$ cat src/rtl/copy_verify_module.sv
// Post-copy verifier: walks every address, reads ROM and RAM in parallel and
// compares each word pair, then reports pass/fail, error count and first bad address.
module copy_verify_module #(
  parameter int unsigned DEPTH  = 16,
  parameter int unsigned ADDR_W = 4,
  parameter int unsigned DATA_W = 8,
  parameter int unsigned RD_LAT = 1
) (
  input  logic              clk,
  input  logic              rst,
  input  logic              start_sig,
  output logic              done_sig,
  output logic [ADDR_W-1:0] rom_addr,
  input  logic [DATA_W-1:0] rom_data,
  output logic [ADDR_W-1:0] ram_addr,
  input  logic [DATA_W-1:0] ram_data,
  output logic              pass_sig,
  output logic [ADDR_W:0]   err_cnt,
  output logic [ADDR_W-1:0] first_err_addr
);

  localparam int unsigned CNT_W = ADDR_W + 1;
  localparam int unsigned TAGS  = RD_LAT + 1;
  localparam int unsigned DRN_W = 2;

  typedef enum logic [2:0] {
    IDLE,
    ISSUE,
    DRAIN,
    REPORT,
    DONE
  } state_t;

  state_t            state_q, state_d;
  logic [CNT_W-1:0]  issue_cnt_q, issue_cnt_d;
  logic [DRN_W-1:0]  drain_cnt_q, drain_cnt_d;
  logic [ADDR_W-1:0] addr_d;
  logic              issue_c;
  logic              clear_c;
  logic              report_c;
  logic              done_d;
  logic              mismatch_c;

  logic [TAGS-1:0]   tag_vld_q;
  logic [ADDR_W-1:0] tag_addr_q [TAGS];

  // Oldest tag lines up with the data returned for its address
  assign mismatch_c = tag_vld_q[TAGS-1] && (rom_data != ram_data);

  // Next-state and per-cycle controls; a low start_sig holds every non-idle state
  always_comb begin
    state_d     = state_q;
    issue_cnt_d = issue_cnt_q;
    drain_cnt_d = drain_cnt_q;
    addr_d      = rom_addr;
    issue_c     = 1'b0;
    clear_c     = 1'b0;
    report_c    = 1'b0;
    done_d      = 1'b0;
    case (state_q)
      IDLE: begin
        if (start_sig) begin
          clear_c     = 1'b1;
          issue_c     = 1'b1;
          addr_d      = '0;
          issue_cnt_d = CNT_W'(1);
          drain_cnt_d = '0;
          state_d     = (DEPTH == 1) ? DRAIN : ISSUE;
        end
      end
      ISSUE: begin
        if (start_sig) begin
          issue_c     = 1'b1;
          addr_d      = issue_cnt_q[ADDR_W-1:0];
          issue_cnt_d = issue_cnt_q + CNT_W'(1);
          if (issue_cnt_q == CNT_W'(DEPTH - 1)) state_d = DRAIN;
        end
      end
      DRAIN: begin
        if (start_sig) begin
          if (drain_cnt_q == DRN_W'(RD_LAT)) state_d = REPORT;
          else drain_cnt_d = drain_cnt_q + DRN_W'(1);
        end
      end
      REPORT: begin
        if (start_sig) begin
          report_c = 1'b1;
          state_d  = DONE;
        end
      end
      DONE: begin
        if (start_sig) begin
          done_d  = 1'b1;
          state_d = IDLE;
        end
      end
      default: state_d = IDLE;
    endcase
  end

  // State, address and handshake registers
  always_ff @(posedge clk or posedge rst) begin
    if (rst) begin
      state_q     <= IDLE;
      issue_cnt_q <= '0;
      drain_cnt_q <= '0;
      rom_addr    <= '0;
      ram_addr    <= '0;
      done_sig    <= 1'b0;
    end else begin
      state_q     <= state_d;
      issue_cnt_q <= issue_cnt_d;
      drain_cnt_q <= drain_cnt_d;
      rom_addr    <= addr_d;
      ram_addr    <= addr_d;
      done_sig    <= done_d;
    end
  end

  // In-flight reads keep draining while paused (memories keep clocking), so
  // a pause inserts bubbles rather than stalling tags against moving data.
  always_ff @(posedge clk or posedge rst) begin
    if (rst) begin
      tag_vld_q <= '0;
      for (int i = 0; i < int'(TAGS); i++) tag_addr_q[i] <= '0;
    end else begin
      tag_vld_q     <= {tag_vld_q[TAGS-2:0], issue_c};
      tag_addr_q[0] <= addr_d;
      for (int i = 1; i < int'(TAGS); i++) tag_addr_q[i] <= tag_addr_q[i-1];
    end
  end

  // Result accumulation
  always_ff @(posedge clk or posedge rst) begin
    if (rst) begin
      err_cnt        <= '0;
      first_err_addr <= '0;
      pass_sig       <= 1'b0;
    end else if (clear_c) begin
      err_cnt        <= '0;
      first_err_addr <= '0;
      pass_sig       <= 1'b0;
    end else begin
      if (mismatch_c) begin
        if (err_cnt != CNT_W'(DEPTH)) err_cnt <= err_cnt + CNT_W'(1);
        if (err_cnt == '0) first_err_addr <= tag_addr_q[TAGS-1];
      end
      if (report_c) pass_sig <= (err_cnt == '0);
    end
  end

endmodule
$ cat config.mk
export PLATFORM = sky130hd
export DESIGN_NAME = copy_verify_module
export DESIGN_NICKNAME = d
export VERILOG_FILES = /design/src/rtl/copy_verify_module.sv
export SDC_FILE = /design/constraint.sdc
export NUM_CORES = 1
export LEC_CHECK = 0
export CORE_AREA = 2 2 59 61
export DETAILED_ROUTE_END_ITERATION = 12
export DIE_AREA = 0 0 61 63
export PLACE_DENSITY = 0.81
export SKIP_LAST_GASP = 1
export SLEW_MARGIN = 25
export SYNTH_ARGS = -nofsm -noshare
export SYNTH_HDL_FRONTEND = slang
export SYNTH_SLANG_ARGS = --single-unit
$ cat constraint.sdc
create_clock -name clk -period 2.4 [get_ports clk]
set_input_delay 0.72 -clock clk [delete_from_list [all_inputs] [get_ports clk]]
set_output_delay 0.72 -clock clk [all_outputs]
set_load 0.05 [all_outputs]
* Word level (Yosys, flattened, before mapping)
Index checks and enable logic that the tools add are counted.
** Cells by class
- Add/sub/neg operators :: 3
- Multiply operators :: 0
- Div/mod/pow operators :: 0
- $lt $le $gt $ge :: 0
- Eq/ne operators :: 16
- Shift-type cells :: 0
- Multiplexer cells :: 31
- Bitwise logic cells :: 0
- Reductions and logical operators :: 15
** Operators with widths (number)
- $mux 5 :: 5
- $mux 3 :: 7
- $mux 4 :: 5
- $ne 2x2->1 const B :: 8
- $pmux 3 s5 :: 1
- $reduce_bool 2->1 :: 6
- $add 5x1->5 const B :: 2
- $pmux 5 s2 :: 1
- $ne 8x8->1 :: 1
- $pmux 4 s2 :: 1
- $mux 1 :: 7
- $reduce_and 7->1 :: 1
- $eq 3x2->1 const B :: 2
- $mux 2 :: 3
- $eq 5x4->1 const B :: 1
- $logic_not 5->1 :: 1
- $ne 5x5->1 const B :: 1
- $pmux 2 s2 :: 1
- $reduce_and 2->1 :: 2
- $reduce_and 4->1 :: 1
- $eq 3x1->1 const B :: 1
- $eq 3x3->1 const B :: 1
- $logic_not 3->1 :: 1
- $reduce_and 3->1 :: 1
- other kinds (4) :: 4
** Storage, ports and cells
- Register bits :: 31
- Latch bits :: 0
- Memory bits (writable) :: 0
- Bits in read-only memories :: 0
- Input port bits :: 19
- Output and inout port bits :: 19
- Word-level logic and storage cells :: 75
- Memories kept :: 0

* Longest topological paths before layout
- Depth after elaboration :: 4
- Mapped depth :: 6
- Depth with buffers taken out :: 6

* Worst setup path before layout
OpenSTA, ideal clock, no wires.
- Path type :: reg2reg
- Start :: register err_cnt[0]
- End :: register err_cnt[0]
- Setup time :: 0.079 ns
- Arrival :: 1.712 ns
- Data required time :: 2.321 ns
- Path slack :: 0.609 ns
- Stages on the path, launching flop included :: 6
- Buffers on the path :: 0
- Period minus slack after synthesis :: 1.791 ns
- Cell sequence :: dfrtp_1 > inv_1 > ha_1 > nor4bb_1 > a211oi_1 > mux2i_1
** On the way
- Word-level cells in the longest chain between the ends :: 4
- Elaborated cells on any way between the ends :: 7
- Classes of those cells :: add/sub: 1; eq/ne: 1; mux: 3; reduce/logical: 2
** Ends and longest elaborated chain
- from (decl) :: line 18 : output logic [ADDR_W:0] err_cnt,
- from (signal assigned) :: line 145 : if (err_cnt != CNT_W'(DEPTH)) err_cnt <= err_cnt + CNT_W'(1);
- $add 5x1->5 :: line 145
- $mux 5 :: line 145
- $mux 5 :: line 144 : if (mismatch_c) begin
- $mux 5 :: line 139 : end else if (clear_c) begin
Several ways; a longest one is shown, not always the timed one. The select of a mux whose other input is x is not followed.
A chain may end at the register's enable or synchronous reset.

* Worst setup path after layout
- Start :: register err_cnt[0]
- End :: output err_cnt[0]
No word-level cell between the ends.

==> run metrics <==
sequential share of the synthesized area 0.478; crit-path max FO 5; WHS 0.356 ns; maxcap violations 0; Num CTS Buffers 5; effective utilization at floorplan 0.502; relative slew slack 0.613; crit path cell chain clkdlybuf4s50_1; post-DP HPWL 2.39 mm; Tot Pwr 2.58 mW; Worst-Margin Slew 0.572 ns; Synth area leader dfrtp_1; crit path kind reg2out; status completed; clock tree sinks 31; VDD IR-drop max 804 µV; Worst-Skew Late Latency 0.32 ns; max frequency 432 MHz; routed vias/inst 5.17; Residual DRC 0; CP max stage delay 0.85 ns; worst path required time 1.68 ns; Tcrit/Tclk final 0.965; Total Die Area 3840 µm²; vias post-DR 1246; cell area after synthesis 1620 µm²; Final Setup Violations 0; syn avg cell area 10.2 µm²; DR WL/cell 13.0 µm; pwr dens 1260 nW/µm²; Pre-antenna DRT Iters 4; layout cell share with drive strength beyond 1 0.0923; Placed Cells 234; Core Region 3230 µm²; GP Congestion 0.858; first-pass GRT wire length 5.46 mm; drt total wl 3.13 mm; Hold WC Path Type reg2reg; Synth async-reset ratio 1.00; Root Buffer clkbuf_4; largest net degree at the start of global routing 32; Fin Setup TNS 0 ns; Buf+Inv Stages, Crit Path 1; min Tclk post-route 2.32 ns; Worst-path clk slew 0.09 ns; kind of cell adding the most delay to the critical path buffers and inverters; row cnt 21; total track usage 0.190; Hold Vio Cnt, Final 0; diode count 0; H-tree depth 2; crit path max-delay cell type clkdlybuf4s50_1; RSZ-0062 raised after global routing no; commonest non-fill, non-tap cell in the layout clkdlybuf4s50_1; Top FF cell, synth dfrtp_1; vias in the first global route 1305; Final #Nets 219; skew final 0.00388 ns; Area growth, synth to finish 26.2%; post-synthesis register bit count 31; post-route ant nets 0; Max Transition Viols Final 0; IO Pins 38; post-synthesis cell type count 37; Starting DRT DRC Count 50; GRT Residual Overflow 0; Post-synth EDFFs 0; Mapped Nets 183; IO buf count 37; CTS tree done; Post-CTS Setup Inserts 0; critical path arrival 1.60 ns; Critical Path Source Type flip-flop; top post-synthesis cells by area dfrtp_1 48%, nand2_1 7.2%, mux2i_1 6.2%, xor2_1 4.3%, ha_1 3.9%; Die Y 63 µm; Leakage 0.957 nW; initial antenna violation count 0; crit end category output pin; Clock Path Buffers 2; post-synth top area share 0.478; Post-Synthesis Cells 159; Warnings, synthesis 0; most frequent cells in the layout 35 x clkdlybuf4s50_1, 31 x nand2_1, 31 x dfrtp_1, 10 x inv_1, 10 x mux2i_1; non-filler cells, final 241; Die X 61 µm
power breakdown:
| part | total (mW) | internal, mW | leakage (nW) | switching [mW] |
|---|---|---|---|---|
| sequential | 0.934 | 0.728 | 0.388 | 0.205 |
| combinational | 1.34 | 0.501 | 0.535 | 0.843 |
| clock | 0.304 | 0.135 | 0.0341 | 0.168 |
| total | 2.58 | 1.36 | 0.957 | 1.22 |
layer usage:
| metal | wire, µm | track usage | up-vias |
|---|---|---|---|
| li1 | - | - | 601 |
| met1 | 1210 | 0.206 | 599 |
| met2 | 1640 | 0.327 | 39 |
| met3 | 238 | 0.0704 | 7 |
| met4 | 45 | 0.0679 | 0 |
| met5 | 0 | 0 | - |
repair_timing:
action                     4_1_cts  5_1_grt
hold buffers                     0        0
setup endpoints to repair        0        2
resized for setup                0        2
per-stage QoR:
stage               area [µm²]  setup slack (ns)   util
detailed placement        1990            0.0952  0.615
global route              2050           0.00695  0.634
finish                    2050            0.0829  0.634
global placement          1990             0.171  0.615
floorplan                 1620             0.609      -
CTS                       2040            0.0314  0.632
cells in the mapped netlist (2+ instances only):
library cell and number:
nand2_1 31, a22o_1 2, dfrtp_1 31, a21oi_1 8
nand4_1 2, buf_4 8, nand2b_1 2, mux2i_1 10
nor3_1 2, nand3_1 6, and3_1 2, xor2_1 8
buf_6 2, nor4_4 2, a211oi_1 3, nor2_1 5
inv_1 10, ha_1 5, o21ai_1 2
sequential cells by signal (all words and copies together), names as in the netlist:
signal / flops
issue_cnt_q: 5
drain_cnt_q: 2
first_err_addr: 4
done_sig: 1
pass_sig: 1
tag_vld_q: 2
err_cnt: 5
state_q: 3
tag_addr_q: 8
layout make-up:
cell class                      count  area [µm²]
Fill cell                         275        1180
Sequential cell                    31         776
Multi-Input combinational cell    106         717
Timing Repair Buffer               40         398
Tap cell                           46        57.6
Clock buffer                        6        51.3
Inverter                           11        43.8
Clock inverter                      1        5.00
kinds of logic after synthesis:
group	count (synthesis)	synth area share
compound gates	22	0.0894
buf+inv	22	0.0802
mux	10	0.0617
xor+xnor	8	0.0432
flops	31	0.478
fa+ha+maj	5	0.0386
simple gates	61	0.209
worst paths after layout:
check                                     to         start  slack (ns)  cells past startpoint
min in group asynchronous         err_cnt[2]           rst        0.76                      3
min reg2reg                     tag_vld_q[1]  tag_vld_q[0]        0.36                      0
min                             tag_vld_q[1]  tag_vld_q[0]        0.36                      0
max reg2reg                first_err_addr[2]    err_cnt[0]        0.51                      6
max in group asynchronous     drain_cnt_q[0]           rst        1.36                      3
max                               err_cnt[0]    err_cnt[0]        0.08                      1
Power figures use the tool's default switching activity.
==> edit 1: new RTL, same settings <==
Reset style: synchronous (`rst`), changed in 3 clocked blocks.
--- a/src/rtl/copy_verify_module.sv
+++ b/src/rtl/copy_verify_module.sv
@@ -100,5 +100,5 @@
 
   // State, address and handshake registers
-  always_ff @(posedge clk or posedge rst) begin
+  always_ff @(posedge clk) begin
     if (rst) begin
       state_q     <= IDLE;
@@ -120,5 +120,5 @@
   // In-flight reads keep draining while paused (memories keep clocking), so
   // a pause inserts bubbles rather than stalling tags against moving data.
-  always_ff @(posedge clk or posedge rst) begin
+  always_ff @(posedge clk) begin
     if (rst) begin
       tag_vld_q <= '0;
@@ -132,5 +132,5 @@
 
   // Result accumulation
-  always_ff @(posedge clk or posedge rst) begin
+  always_ff @(posedge clk) begin
     if (rst) begin
       err_cnt        <= '0;
Check against the original RTL: differs if rst is asserted again (counterexample within 4 cycles, from zero or initial values and one cycle with rst high); with rst held inactive, the same outputs for 10 cycles.
==> edit 1 against the original RTL <==
Count of clock-buffer cells in the layout did not move. Sequential cell count unchanged. Via count shrank 0.40%. Largest cell class is now multi-input gates. Synthesized area shrank 7.8%. Final area shrank 3.9%. Setup slack improved by 0.030 ns. Clock skew increased by 0.0072 ns. Wire length down 8.2%. Worst hold slack better by 0.084 ns. Global-route usage is 2.5 points lower. Highest routed layer unchanged. Non-clock buffer count did not move. Cell count grew 4.1%. Critical path type unchanged.
Power is not compared: it rests on default switching activity, and its combinational part moved more than twofold at a synthesized area within 25%.
==> edit 1: results (changes against the original RTL) <==
[final_layout]
multi_input_area_share_pct = 39.8  ; +4.8 points
clock_buffers = 6  ; unchanged
multi_input_gates = 120  ; +13%
utilization_pct = 60.9  ; -2.5 points
nNetsFinal = 228  ; +4.1%
reg_top3 = err_cnt (5), issue_cnt_q (5)
sh_seq_area_pct = 31.5  ; -6.3 points
nonClkBufAreaFrac_pct = 20.2  ; +0.79 points
clkCellAreaFrac_pct = 4.39  ; +1.6 points
fillCellCount = 307  ; +12%
drive_gt1_share_pct = 9.76  ; +0.53 points

[grt]
grt_pass1_wl_mm = 4.79  ; -12%
use_met2_pct = 24.7  ; -7.9 points
grt_overflow_total = 0  ; unchanged
grt_pass1_vias = 1113  ; -15%
grt_max_degree = 20  ; -38%
grt_use_total_pct = 16.5  ; -2.5 points
use_met3_pct = 7.25  ; +0.21 points

[synth]
ys_types = 33  ; -11%
synth_area_leaders = dfxtp_1 41%, nand2_1 7.8%, xor2_1 5.9%
synth_ff_type = dfxtp_1
yosys-top-cells-count = 31 x dfxtp_1, 31 x nand2_1, 16 x a21oi_1, 10 x xor2_1
synth-seq-area-share_pct = 41.5  ; -6.3 points
syn_nets = 190  ; +3.8%
synth_compound_area_share_pct = 11.1  ; +2.2 points
synthAdderAreaFrac_pct = 4.18  ; +0.33 points
yosys.area_share.xor_xnor_pct = 5.85  ; +1.5 points
syn_inst = 166  ; +4.4%
async_reset_ff_share_pct = 0  ; -100 points

[min_path]
holdPathEnd = first_err_addr[1]
hold_depth = 2  ; +2
min_from = tag_addr_q[1][1]

[drt]
wirelength_mm = 2.87  ; -8.2%
wl_met1_mm = 1.31  ; +8.4%
wl_met3_um = 232  ; -2.5%
route.detailed.vias_per_inst = 4.94  ; -4.4%
routedWlPerCell_um = 11.5  ; -12%
drtIter0Drc = 36  ; -28%
met2_length_mm = 1.32  ; -20%

[status]
status = completed

[placement]
dpl_cell_area_mm2 = 0.00188  ; -5.5%
pre_cts_ws_ns = 0.0771  ; -0.0181 ns
io_buffers = 37  ; unchanged
numPlacedInstances = 243  ; +3.8%
place_congestion = 0.856  ; -0.16%
place_hpwl_mm = 2.14  ; -10%

[worst_setup_path]
timing.rr.start = err_cnt[0]
r2r_setup_slack_ns = 0.58  ; +0.07 ns
cp.arrival_ns = 1.57  ; -0.03 ns
slowest_delay_ns = 0.83  ; -0.02 ns
r2r_end = first_err_addr[2]

[timing]
hold_slack_ns = 0.440  ; +0.0838 ns
worst_pin_slew_ns = 0.621  ; +0.0487 ns

-- edit 1: cell count changes after synthesis, moves of 3 or more --
| cell | change |
|---|---|
| inv_1 | -5 |
| mux2i_1 | -3 |
| or3_1 | +4 |
| dfxtp_1 | +31 |
| o21ai_0 | +5 |
| dfrtp_1 | -31 |
| a211oi_1 | -3 |
| nor2b_1 | +5 |
| a21oi_1 | +8 |
| buf_4 | -3 |
-- edit 1: worst max-delay path by stage --
| stage | start | depth (start not counted) | endpoint | slack [ns] |
|---|---|---|---|---|
| floorplan | ram_data[3] | 4 | err_cnt[0] | 0.67 |
| global placement | ram_data[7] | 5 | err_cnt[0] | 0.12 |
| detailed placement | ram_data[7] | 5 | err_cnt[1] | 0.08 |
| CTS | err_cnt[2] | 1 | err_cnt[2] | 0.04 |
| global route | err_cnt[0] | 1 | err_cnt[0] | 0.02 |
| finish | err_cnt[0] | 1 | err_cnt[0] | 0.11 |
==> edit 2: new RTL, same flow settings <==
Without the edit above. Set the parameter `ADDR_W` to 5 (it was 4).
--- a/src/rtl/copy_verify_module.sv
+++ b/src/rtl/copy_verify_module.sv
@@ -3,5 +3,5 @@
 module copy_verify_module #(
   parameter int unsigned DEPTH  = 16,
-  parameter int unsigned ADDR_W = 4,
+  parameter int unsigned ADDR_W = 5,
   parameter int unsigned DATA_W = 8,
   parameter int unsigned RD_LAT = 1
Ports: changed (resized err_cnt, first_err_addr, ram_addr and rom_addr); port bits go from 38 to 42. The function was not compared with the original's and may differ.
==> edit 2 against the original RTL <==
Combinational power up 6%. Worst hold slack better by 0.0035 ns. Sequential cell count up 5. Synthesized area up 11%. Sequential power up 13%. Final area up 12%. Total power up 12%. Setup slack worse by 0.011 ns. Wire length up 10%. Largest cell class unchanged.
==> edit 2: results (changes against the original RTL) <==
[final_layout]
drive_gt1_share_pct = 10.3  ; +1.1 points
n_antenna_cell = 0  ; unchanged
reg_top3 = tag_addr_q (10), err_cnt (6), issue_cnt_q (6)
nNetsFinal = 245  ; +12%

[synth]
ys_types = 38  ; +2.7%
synth.area.mux_share_pct = 0.556  ; -5.6 points
async_reset_ff_share_pct = 100  ; unchanged
syn_nets = 207  ; +13%
yosys.area_share.xor_xnor_pct = 4.86  ; +0.54 points
synth-seq-area-share_pct = 50.0  ; +2.2 points
yosys-top-cells-count = 36 x dfrtp_1, 31 x nand2_1, 15 x nand3_1
synth_area_leaders = dfrtp_1 50%, nand2_1 6.5%, buf_4 4.2%
synth_compound_area_share_pct = 12.1  ; +3.1 points
synthAdderAreaFrac_pct = 2.78  ; -1.1 points

[min_path]
min_path_type = reg -> reg
min_from = tag_vld_q[0]

[grt]
grt_pass1_wl_mm = 6.15  ; +13%
use_met3_pct = 5.80  ; -1.2 points
grt_pass1_vias = 1394  ; +6.8%
use_met2_pct = 35.5  ; +2.8 points
grt_use_total_pct = 21.1  ; +2.2 points
grt_max_degree = 37  ; +16%
grt_util_met1_pct = 26.1  ; +5.5 points
antenna_found_initial = 0  ; unchanged

[drt]
routedWlPerCell_um = 12.8  ; -1.4%
wl_met1_mm = 1.41  ; +17%
met2_length_mm = 1.86  ; +13%
dr.max_layer_used = met4
firstDrtPassIters = 4  ; unchanged
route.detailed.vias_per_inst = 5.21  ; +0.74%
wl_met3_um = 132  ; -45%
drtIter0Drc = 71  ; +42%

[pwr]
p_leak_nw = 1.04  ; +9.1%
vdd_ir_drop_max_v = 0.000537  ; -33%

[timing]
timing.slew.headroom_pct = 57.5  ; -3.9 points
clock_skew_ns = 0.00281  ; -0.00107 ns

[worst_setup_path]
crit_fanout = 6  ; +1
crit_family = buffers and inverters
timing.rr.start = err_cnt[0]
slowest_delay_ns = 0.83  ; -0.02 ns
critPathLaunch = err_cnt[2]
critPathSlowestCell = clkdlybuf4s50_1

[clock_tree]
ctsHtreeMaxLevel = 2  ; unchanged
clock-root-buffer = clkbuf_4
path_clk_slew_ns = 0.11  ; +0.02 ns
cts_inserted_buffers = 5  ; unchanged
cts-resized-gates = 0  ; unchanged
post-cts-setup-buffers = 0  ; unchanged
clock_path_buffers = 2  ; unchanged

[status]
status = completed

[placement]
io_buffers = 41  ; +11%
place_hpwl_mm = 2.59  ; +8.3%
place_congestion = 0.826  ; -3.7%

## edit 2: cell types whose count changed after synthesis, sizes merged, moves of 3 or more
cell    change
mux2i       -9
a211oi      -3
dfrtp       +5
nand3       +9
nor2        +3
o21ai       +8
o31ai       +3
## edit 2: worst paths after layout
kind | endpoint | slack [ns] | cells past startpoint
worst max-delay path | err_cnt[2] | 0.07 | 1
worst min-delay path | tag_vld_q[1] | 0.36 | 0
worst max register to register | first_err_addr[2] | 0.55 | 7
worst min register to register | tag_vld_q[1] | 0.36 | 0
max in group asynchronous | first_err_addr[2] | 1.30 | 3
min in group asynchronous | pass_sig | 0.78 | 3
## edit 2: where the power goes
part / internal [mW] / switching, mW
Combinational: 0.503 / 0.914
Clock: 0.217 / 0.196
Sequential: 0.829 / 0.229
Total: 1.55 / 1.34
## edit 2: worst reg2reg max path: cells and delay by family, from the launching register on
family                   cells  cell delay [ns]
AO/OA/AOI/OAI                2             0.32
adder cells (fa/ha/maj)      1             0.13
buffers and inverters        1             0.09
flip-flops                   1             0.46
AND/OR/NAND/NOR              3             0.78
## edit 2: metrics by stage
| step | utilization (%) | setup slack, ns | instances | instance area (um^2) | hold WS [ns] |
|---|---|---|---|---|---|
| final | 71.0 | 0.0718 | 269 | 2300 | 0.359 |
| after global routing | 71.0 | 0.0114 | 269 | 2300 | 0.377 |
| after CTS | 70.9 | 0.0410 | 269 | 2290 | 0.363 |
| after detailed placement | 68.4 | 0.00410 | 261 | 2210 | 0.337 |
| after global placement | 68.4 | 0.0595 | 261 | 2210 | 0.334 |
| after floorplan | - | 0.481 | 184 | 1800 | 0.331 |
## edit 2: layout make-up
cell class                 count  area [um^2]
tap                           46         57.6
inverter                      10         37.5
multi-input combinational    123          767
sequential                    36          901
clock inverter                 3         42.5
clock buffer                   5         37.5
fill                         248          936
timing repair buffer          46          453
